File: config.mk
export PLATFORM = sky130hd
export DESIGN_NAME = dmem_ctrl
export DESIGN_NICKNAME = d
export VERILOG_FILES = /design/src/rtl/dmem_ctrl_pkg.sv /design/src/rtl/dmem_lane_unit.sv /design/src/rtl/dmem_ctrl.sv
export SDC_FILE = /design/constraint.sdc
export NUM_CORES = 1
export LEC_CHECK = 0
export CAP_MARGIN = 20
export CORE_UTILIZATION = 40
export CTS_CLUSTER_DIAMETER = 150
export DETAILED_ROUTE_END_ITERATION = 8
export PLACE_DENSITY_LB_ADDON = 0.3
export SLEW_MARGIN = 20
export SYNTH_ARGS = -nofsm -noshare
export SYNTH_HDL_FRONTEND = slang
export SYNTH_HIERARCHICAL = 1
export SYNTH_SLANG_ARGS = --single-unit
File: constraint.sdc
create_clock -name clk_in -period 4.6 [get_ports clk_in]
set_input_delay 0.46 -clock clk_in [delete_from_list [all_inputs] [get_ports clk_in]]
set_output_delay 0.46 -clock clk_in [all_outputs]
set_load 0.05 [all_outputs]
File: src/rtl/dmem_ctrl_pkg.sv
`default_nettype none
// ============================================================================
// Module      : dmem_ctrl_pkg
// Description : Shared encodings for the cpu54 data-memory access controller.
// Revision    : 1.0 - initial release
// ============================================================================
package dmem_ctrl_pkg;

    localparam logic [31:0] DEFAULT_BASE_ADDR = 32'h1001_0000;

    localparam logic [1:0] SZ_BYTE = 2'd0;
    localparam logic [1:0] SZ_HALF = 2'd1;
    localparam logic [1:0] SZ_WORD = 2'd2;
    localparam logic [1:0] SZ_RSVD = 2'd3;

    typedef logic [2:0] state_t;

    localparam state_t ST_IDLE = 3'd0;
    localparam state_t ST_RD   = 3'd1;
    localparam state_t ST_WAIT = 3'd2;
    localparam state_t ST_WR   = 3'd3;
    localparam state_t ST_ERR  = 3'd4;
    localparam state_t ST_RESP = 3'd5;

endpackage : dmem_ctrl_pkg
`default_nettype wire

File: src/rtl/dmem_lane_unit.sv
`default_nettype none
// ============================================================================
// Module      : dmem_lane_unit
// Description : Little-endian lane select/extend for loads, lane merge for stores.
// Revision    : 1.0 - initial release
// ============================================================================
module dmem_lane_unit
    import dmem_ctrl_pkg::*;
(
    input  logic [31:0] i_word,
    input  logic [1:0]  i_off,
    input  logic [1:0]  i_size,
    input  logic        i_sext,
    input  logic [31:0] i_st_data,
    output logic [31:0] o_ld_value,
    output logic [31:0] o_st_word
);

    logic [7:0]  w_byte;
    logic [15:0] w_half;

    always_comb begin
        w_byte = i_word[{i_off, 3'b000} +: 8];
        w_half = i_off[1] ? i_word[31:16] : i_word[15:0];

        case (i_size)
            SZ_BYTE: o_ld_value = {{24{i_sext & w_byte[7]}}, w_byte};
            SZ_HALF: o_ld_value = {{16{i_sext & w_half[15]}}, w_half};
            default: o_ld_value = i_word;
        endcase

        // Only the addressed lane is replaced; the rest of the fetched word is kept.
        o_st_word = i_word;
        case (i_size)
            SZ_BYTE: o_st_word[{i_off, 3'b000} +: 8] = i_st_data[7:0];
            SZ_HALF: begin
                if (i_off[1]) o_st_word[31:16] = i_st_data[15:0];
                else          o_st_word[15:0]  = i_st_data[15:0];
            end
            default: o_st_word = i_st_data;
        endcase
    end

endmodule : dmem_lane_unit
`default_nettype wire

File: src/rtl/dmem_ctrl.sv
`default_nettype none
// ============================================================================
// Module      : dmem_ctrl
// Description : cpu54 load/store port to dmem array controller with sub-word RMW.
// Revision    : 1.0 - initial release
// ============================================================================
module dmem_ctrl
    import dmem_ctrl_pkg::*;
#(
    parameter logic [31:0] BASE_ADDR = DEFAULT_BASE_ADDR,
    parameter int          AW        = 11,
    parameter int          RD_LAT    = 1
) (
    input  logic          clk_in,
    input  logic          reset,
    input  logic          req,
    input  logic          we,
    input  logic [1:0]    size,
    input  logic          sext,
    input  logic [31:0]   addr,
    input  logic [31:0]   wdata,
    output logic [31:0]   rdata,
    output logic          ready,
    output logic          err,
    output logic [AW-1:0] mem_addr,
    output logic          mem_rena,
    output logic          mem_wena,
    output logic [31:0]   mem_wdata,
    input  logic [31:0]   mem_rdata
);

    localparam int                 c_cnt_w    = (RD_LAT > 1) ? $clog2(RD_LAT) : 1;
    localparam logic [c_cnt_w-1:0] c_cnt_last = c_cnt_w'(RD_LAT - 1);

    state_t              r_state;
    state_t              w_next_state;

    logic                r_we;
    logic [1:0]          r_size;
    logic                r_sext;
    logic [31:0]         r_wdata;
    logic [AW+1:0]       r_off;
    logic                r_err;
    logic [31:0]         r_word;
    logic [31:0]         r_rdata;
    logic [c_cnt_w-1:0]  r_wait_cnt;

    logic [31:0]         w_off;
    logic                w_accept;
    logic                w_acc_err;
    logic                w_wait_done;
    logic [31:0]         w_lane_word;
    logic [31:0]         w_ld_value;
    logic [31:0]         w_st_word;

    // Addresses below the base wrap to huge offsets and fail the window test.
    assign w_off     = addr - BASE_ADDR;
    assign w_accept  = (r_state == ST_IDLE) && req;
    assign w_acc_err = (size == SZ_RSVD)
                    || (w_off[31:AW+2] != '0)
                    || ((size == SZ_HALF) && w_off[0])
                    || ((size == SZ_WORD) && (w_off[1:0] != 2'b00));

    assign w_wait_done = (r_state == ST_WAIT) && (r_wait_cnt == c_cnt_last);
    assign w_lane_word = (r_state == ST_WAIT) ? mem_rdata : r_word;

    dmem_lane_unit u_lane (
        .i_word     (w_lane_word),
        .i_off      (r_off[1:0]),
        .i_size     (r_size),
        .i_sext     (r_sext),
        .i_st_data  (r_wdata),
        .o_ld_value (w_ld_value),
        .o_st_word  (w_st_word)
    );

    always_ff @(posedge clk_in or posedge reset) begin
        if (reset) r_state <= ST_IDLE;
        else       r_state <= w_next_state;
    end

    always_comb begin
        w_next_state = r_state;
        case (r_state)
            ST_IDLE: begin
                if (w_accept) begin
                    if (w_acc_err)                   w_next_state = ST_ERR;
                    else if (we && (size == SZ_WORD)) w_next_state = ST_WR;
                    else                              w_next_state = ST_RD;
                end
            end
            ST_RD:   w_next_state = ST_WAIT;
            ST_WAIT: begin
                if (w_wait_done) w_next_state = r_we ? ST_WR : ST_RESP;
            end
            ST_WR:   w_next_state = ST_RESP;
            ST_ERR:  w_next_state = ST_RESP;
            ST_RESP: w_next_state = ST_IDLE;
            default: w_next_state = ST_IDLE;
        endcase
    end

    always_comb begin
        mem_rena  = 1'b0;
        mem_wena  = 1'b0;
        mem_wdata = '0;
        ready     = 1'b0;
        err       = 1'b0;
        case (r_state)
            ST_RD, ST_WAIT: mem_rena = 1'b1;
            ST_WR: begin
                mem_wena  = 1'b1;
                mem_wdata = w_st_word;
            end
            ST_RESP: begin
                ready = 1'b1;
                err   = r_err;
            end
            default: ;
        endcase
    end

    always_ff @(posedge clk_in or posedge reset) begin
        if (reset) begin
            r_we       <= 1'b0;
            r_size     <= '0;
            r_sext     <= 1'b0;
            r_wdata    <= '0;
            r_off      <= '0;
            r_err      <= 1'b0;
            r_word     <= '0;
            r_rdata    <= '0;
            r_wait_cnt <= '0;
        end else begin
            if (w_accept) begin
                r_we    <= we;
                r_size  <= size;
                r_sext  <= sext;
                r_wdata <= wdata;
                r_off   <= w_off[AW+1:0];
                r_err   <= w_acc_err;
            end

            if (r_state == ST_WAIT) r_wait_cnt <= r_wait_cnt + c_cnt_w'(1);
            else                    r_wait_cnt <= '0;

            // Word capture and load result share the edge that leaves WAIT.
            if (w_wait_done) begin
                r_word <= mem_rdata;
                if (!r_we) r_rdata <= w_ld_value;
            end
        end
    end

    assign mem_addr = r_off[AW+1:2];
    assign rdata    = r_rdata;

endmodule : dmem_ctrl
`default_nettype wire

Yosys cells after proc, flatten, opt, wreduce, memory -nomap -nowiden
Cells that the tools add are included.
{"block": "op_classes", "n_addsub": 3, "n_mul": 0, "div_mod_pow": 0, "magnitude_cmp": 0, "n_eq_ne": 11, "shifts": 3, "mux": 19, "n_bitwise": 4, "reduce_logical": 16}
{"cell": "one-hot mux 32 bit (2 select lines)", "n": 2}
{"cell": "two-way mux 32 bit", "n": 2}
{"cell": "two-way mux 16 bit", "n": 3}
{"cell": "bitwise mux 32 bit", "n": 1}
{"cell": "variable shift 8 x 7 -> 32 bit, first input constant", "n": 1}
{"cell": "variable part select 32 x 6 -> 8 bit", "n": 1}
{"cell": "variable part select 8 x 7 -> 32 bit", "n": 1}
{"cell": "subtractor 32 x 29 -> 32 bit, second input constant", "n": 1}
{"cell": "nonzero test 19 bit", "n": 1}
{"cell": "two-way mux 3 bit", "n": 4}
{"cell": "one-hot mux 3 bit (4 select lines)", "n": 1}
{"cell": "negation 5 -> 7 bit", "n": 1}
{"cell": "equality test 3 x 2 -> 1 bit, second input constant", "n": 2}
{"cell": "equality test 3 bit, second input constant", "n": 2}
{"cell": "logical AND 1 bit", "n": 5}
{"cell": "two-way mux 1 bit", "n": 5}
{"cell": "equality test 2 x 1 -> 1 bit, second input constant", "n": 2}
{"cell": "equality test 2 bit, second input constant", "n": 2}
{"cell": "inequality test 2 bit, second input constant", "n": 2}
{"cell": "AND reduction 2 bit", "n": 2}
{"cell": "OR reduction 2 bit", "n": 2}
{"cell": "equality test 3 x 1 -> 1 bit, second input constant", "n": 1}
{"cell": "zero test 3 bit", "n": 1}
{"cell": "logical OR 1 bit", "n": 3}
{"cell": "6 further kinds", "n": 8}
{"block": "totals", "ff_bits": 118, "latchBits": 0, "mem_bits_rw": 0, "mem_bits_ro": 0, "input_bits": 103, "out_inout_bits": 79, "word_cells": 66, "mem_count": 0}

Logic depth before layout (Yosys ltp)
{"block": "logic_depth", "ltp_word": 8, "ltp_mapped": 10, "mapped_depth_nobuf": 8}

Hierarchy
Netlist, hierarchy kept.
{"mod": "dmem_ctrl", "n_inst": 1, "cells_per_inst": 395, "area_per_inst_um2": 5402.7, "seq_area_each_um2": 2952.8}
{"mod": "dmem_lane_unit", "n_inst": 1, "cells_per_inst": 234, "area_per_inst_um2": 1526.5, "seq_area_each_um2": 0.0}

Least setup slack after synthesis
OpenSTA, ideal clock, no wires.
{"block": "synth_path", "path_kind": "register -> output", "from": "register r_state[2]", "to": "output port mem_wdata[23]", "t_arrival_ns": 2.489, "required_time_ns": 4.140, "path_slack_ns": 1.651, "stages_incl_launch_ff": 9, "path_buffers": 1, "path_cell_list": "dfrtp_1 nand2b_1 nor2_1 clkbuf_1 mux2_2 mux2_2 a221oi_1 a2bb2oi_1 and2_1"}
{"block": "synth_between", "elab_chain_cells": 5, "word_cells_on_any_way": 7, "cone_classes": "eq/ne: 2; mux: 5"}
{"element": "start: declaration", "line_no": "dmem_ctrl.sv:35", "text": "state_t r_state;"}
{"element": "start signal: assignment", "line_no": "dmem_ctrl.sv:79", "text": "else r_state <= w_next_state;"}
{"element": "equality test 3 x 2 -> 1 bit *", "line_no": "dmem_ctrl.sv:65", "text": "assign w_lane_word = (r_state == ST_WAIT) ? mem_rdata : r_word;"}
{"element": "two-way mux 32 bit *", "line_no": "dmem_ctrl.sv:65"}
{"element": "net w_lane_word[23]", "line_no": "dmem_ctrl.sv:52", "text": "logic [31:0] w_lane_word;"}
{"element": "two-way mux 16 bit / bitwise mux 32 bit (equally long branches)", "line_no": "dmem_lane_unit.sv:37, dmem_lane_unit.sv:35"}
{"element": "one-hot mux 32 bit (2 select lines) *", "line_no": "dmem_lane_unit.sv:34", "text": "case (i_size)"}
{"element": "net w_st_word[23]", "line_no": "dmem_ctrl.sv:54", "text": "logic [31:0] w_st_word;"}
{"element": "two-way mux 32 bit *", "line_no": "dmem_ctrl.sv:109", "text": "case (r_state)"}
{"element": "end: declaration", "line_no": "dmem_ctrl.sv:28", "text": "output logic [31:0] mem_wdata,"}
The timed path passes the listed nets; every way through them passes the cells marked *.

Final worst setup path
{"block": "layout_path", "from": "register r_state[2]", "to": "output port mem_wdata[10]"}
The elaborated chain is that of the path after synthesis.

==> metrics.md <==
| Metric | Value |
|---|---|
| Seq cells post-synth | 118 |
| Post-synth top area cell | dfrtp_1 |
| Top_reg_cell synth | dfrtp_1 |
| CP bufs+invs | 3 |
| Worst Max-Slew Pin Slew | 966.5 ps |
| Root Driver | clkbuf_16 |
| Crit-path slowest cell | clkdlybuf4s50_1 |
| Starting DRT DRC Count | 460 |
| Rel. slew slack | 35.56% |
| Worst hold-check path type | flop to flop |
| Tcrit/Tclk final | 89.67% |
| Post-DP HPWL | between 15 and 20 mm |
| Clock Pin Slew Worst Setup and Hold Paths | around 50 ps |
| Setup TNS | 0 ps |
| RSZ-0062 raised after global routing | no |
| Die ar. | ~18000 sq um |
| Seq pwr share | a little over a quarter |
| Tightest hold margin | 483.3 ps |
| Resized cells post-CTS | 0 |
| IO Pins | 182 |
| Drt pass-1 iters | 8 |
| Core area | 16760 sq um |
| Die height | ~130 um |
| DR vias/cell | between 5 and 6 |
| Setup violators final | 0 |
| Sequential share of the synthesized area | 42.61% |
| Status | complete, no violations |
| Clock power frac | a little under a fifth |
| Global-route wire length before repair | 33.59 mm |
| Arrival time at the worst endpoint | about 3700 ps |
| H-tree levels | 4 |
| Most frequent cells in the layout | clkdlybuf4s50_1, mux2_2, dfrtp_1, nand2_1, and2_1 |
| Layout cells sized above 1 | a little over a quarter |
| Post-Syn Area | between 6000 and 7000 sq um |
| Startpoint Class | flop |
| Total grt overflow | 0 |
| Post-CTS setup buffers | 0 |
| Net count, final | 905 |
| CP max stage delay | 690 ps |
| CTS sink count | 118 |
| GPL Wtd Cong | 0.8847 |
| Syn avg cell area | 11.02 sq um |
| Worst-path fanout max | 17 |
| Row count | 47 |
| Crit path cell chain | nand2b_1 > nor2_2 > buf_4 > mux2_2 > a222oi_1 > inv_1 > and2_1 > clkdlybuf4s50_1 |
| CP required | 4140 ps |
| Hold_buf cts | 0 |
| Inserted Clock Buffers | 17 |
| Clock Skew | 6.617 ps |
| Initial antenna violation count | 0 |
| Max Slew Vio Count | 0 |
| Post-synth EDFFs | 0 |
| Fmax | 242.4 MHz |
| Synth Instances | 629 |
| Port buffer count | 181 |
| Diode count | 0 |
| Combinational fraction of design power | 54.9% |
| Largest net degree at the start of global routing | 76 |
| GRT Util Overall | 24.99% |
| Clock Path Buffers | 2 |
| Wirelength per Cell | 20.94 um |
| Routed Wire Length | 21.51 mm |
| P_sw | between 0.003 and 0.004 W |
| Commonest non-fill, non-tap cell in the layout | clkdlybuf4s50_1 |
| Mapped Nets | about 740 |
| Setup CP Type | flop to output port |
| Peak supply drop | 0.3309 mV |
| Vias in the first global route | 6036 |
| Sw Ratio | 43.66% |
| Initial Utilization | 41.34% |
| Drt drc | 0 |
| Layout area overhead | 36.46% |
| P_int | 0.003992 W |
| Final hold vios | 0 |
| Pwr Density | between 700 and 800 nW/um^2 |
| Leak | 3.914 nW |
| Ys Warns | 6 |
| Clock insertion delay at the later pin of the skew report | 410 ps |
| Overall die width | 133.6 um |
| Via count | 5779 |
| CP Capture Type | output port |
| CTS tree | yes |
| Max-Cap Viols | 0 |
| Tmin final | 4125 ps |
| Post-DRT Antenna Nets | 0 |
| Top cells by area in the synthesized netlist | dfrtp_1, mux2_2, nand2_1 |
| Crit path max-delay family | buffers and inverters |
| Async SR Flop Fraction | 100.0% |
| Synth cell types | 58 |
| Top-area cell type share of the netlist area | 42.61% |
==> layer usage <==
layer	routed length (um)	track usage, %	vias up
met3	1607	6.126	41
met1	9058	32.60	2862
met4	614	10.54	0
li1	-	-	2623
met5	0	0	-
met2	10230	39.50	253
==> stage by stage <==
step | power (W) | worst slack [ps] | area (sq um) | instances | util [%]
3_3_place_gp | 0.005664 | 1011 | 8882 | 997 | 53.00
2_1_floorplan | 0.004636 | 1011 | 6929 | 629 | -
3_5_place_dp | 0.005760 | 940.4 | 8882 | 997 | 53.00
5_1_grt | 0.007481 | 250.7 | 9455 | 1027 | 56.42
4_1_cts | 0.007070 | 500.4 | 9455 | 1027 | 56.42
6_report | 0.007085 | 475.0 | 9455 | 1027 | 56.42
==> worst paths after layout <==
check	from	to	slack [ps]	cells after the start
setup / recovery	r_state[2]$_DFFE_PP0P_	mem_wdata[10]	480	8
hold / removal	rdata[26]$_DFFE_PP0P_	rdata[26]$_DFFE_PP0P_	480	1
setup reg to reg	r_state[2]$_DFFE_PP0P_	rdata[29]$_DFFE_PP0P_	1110	9
hold reg to reg	rdata[26]$_DFFE_PP0P_	rdata[26]$_DFFE_PP0P_	480	1
max in group asynchronous	reset	rdata[10]$_DFFE_PP0P_	3080	3
min in group asynchronous	reset	r_off[11]$_DFFE_PP0P_	600	2
==> state kept, by name, summed over array words and instances, names as in the netlist <==
name and cells:
r_state 3, r_off 13, r_sext 1, r_size 2, rdata 32, r_err 1
r_we 1, r_word 32, r_wait_cnt 1, r_wdata 32
==> cell families after synthesis <==
logic type                 after synthesis  synth area share (%)
AOI/OAI and AO/OA                      114                 13.09
xor gates and xnor gates                 2                0.2528
adders and majority gates                6                 1.083
buffers and inverters                   62                 4.496
DFF                                    118                 42.61
muxes                                  160                 25.86
and+or+nand+nor                        167                 12.60
==> power groups by stage <==
stage	clock network (W)	registers [W]	logic, W
global route	0.00136	0.00198	0.00414
finish	0.00128	0.00191	0.00389
floorplan	0	0.00205	0.00258
CTS	0.00131	0.00191	0.00385
detailed placement	0	0.00193	0.00383
global placement	0	0.00190	0.00376
==> synth_stat cells (all sizes together) (2+ instances only) <==
master and instances:
a2111oi 2, a211oi 3, a21o 3, a21oi 24
a221o 16, a221oi 7, a222oi 7, a22o 10
a22oi 5, a2bb2oi 7, a31oi 2, and2 35
and3 3, and4b 2, buf 29, clkbuf 16
dfrtp 118, ha 6, inv 17, mux2 152
mux2i 8, nand2 68, nand2b 7, nand3b 2
nand4 2, nor2 22, nor2b 5, nor3 6
nor3b 3, nor4 3, o21ai 19, o31ai 2
or3 2, or4 2, xnor2 2
==> final cells by class <==
type / instances / area, sq um
clock buffers: 21 / 470.5
clock inverters: 9 / 102.6
fillers: 1428 / 7305
inverters: 17 / 66.31
multi-input cells: 449 / 3686
flip-flops and latches: 118 / 2953
well taps: 220 / 275.3
repair buffers: 193 / 1902
Note: power is estimated with default switching activity, not from simulation.
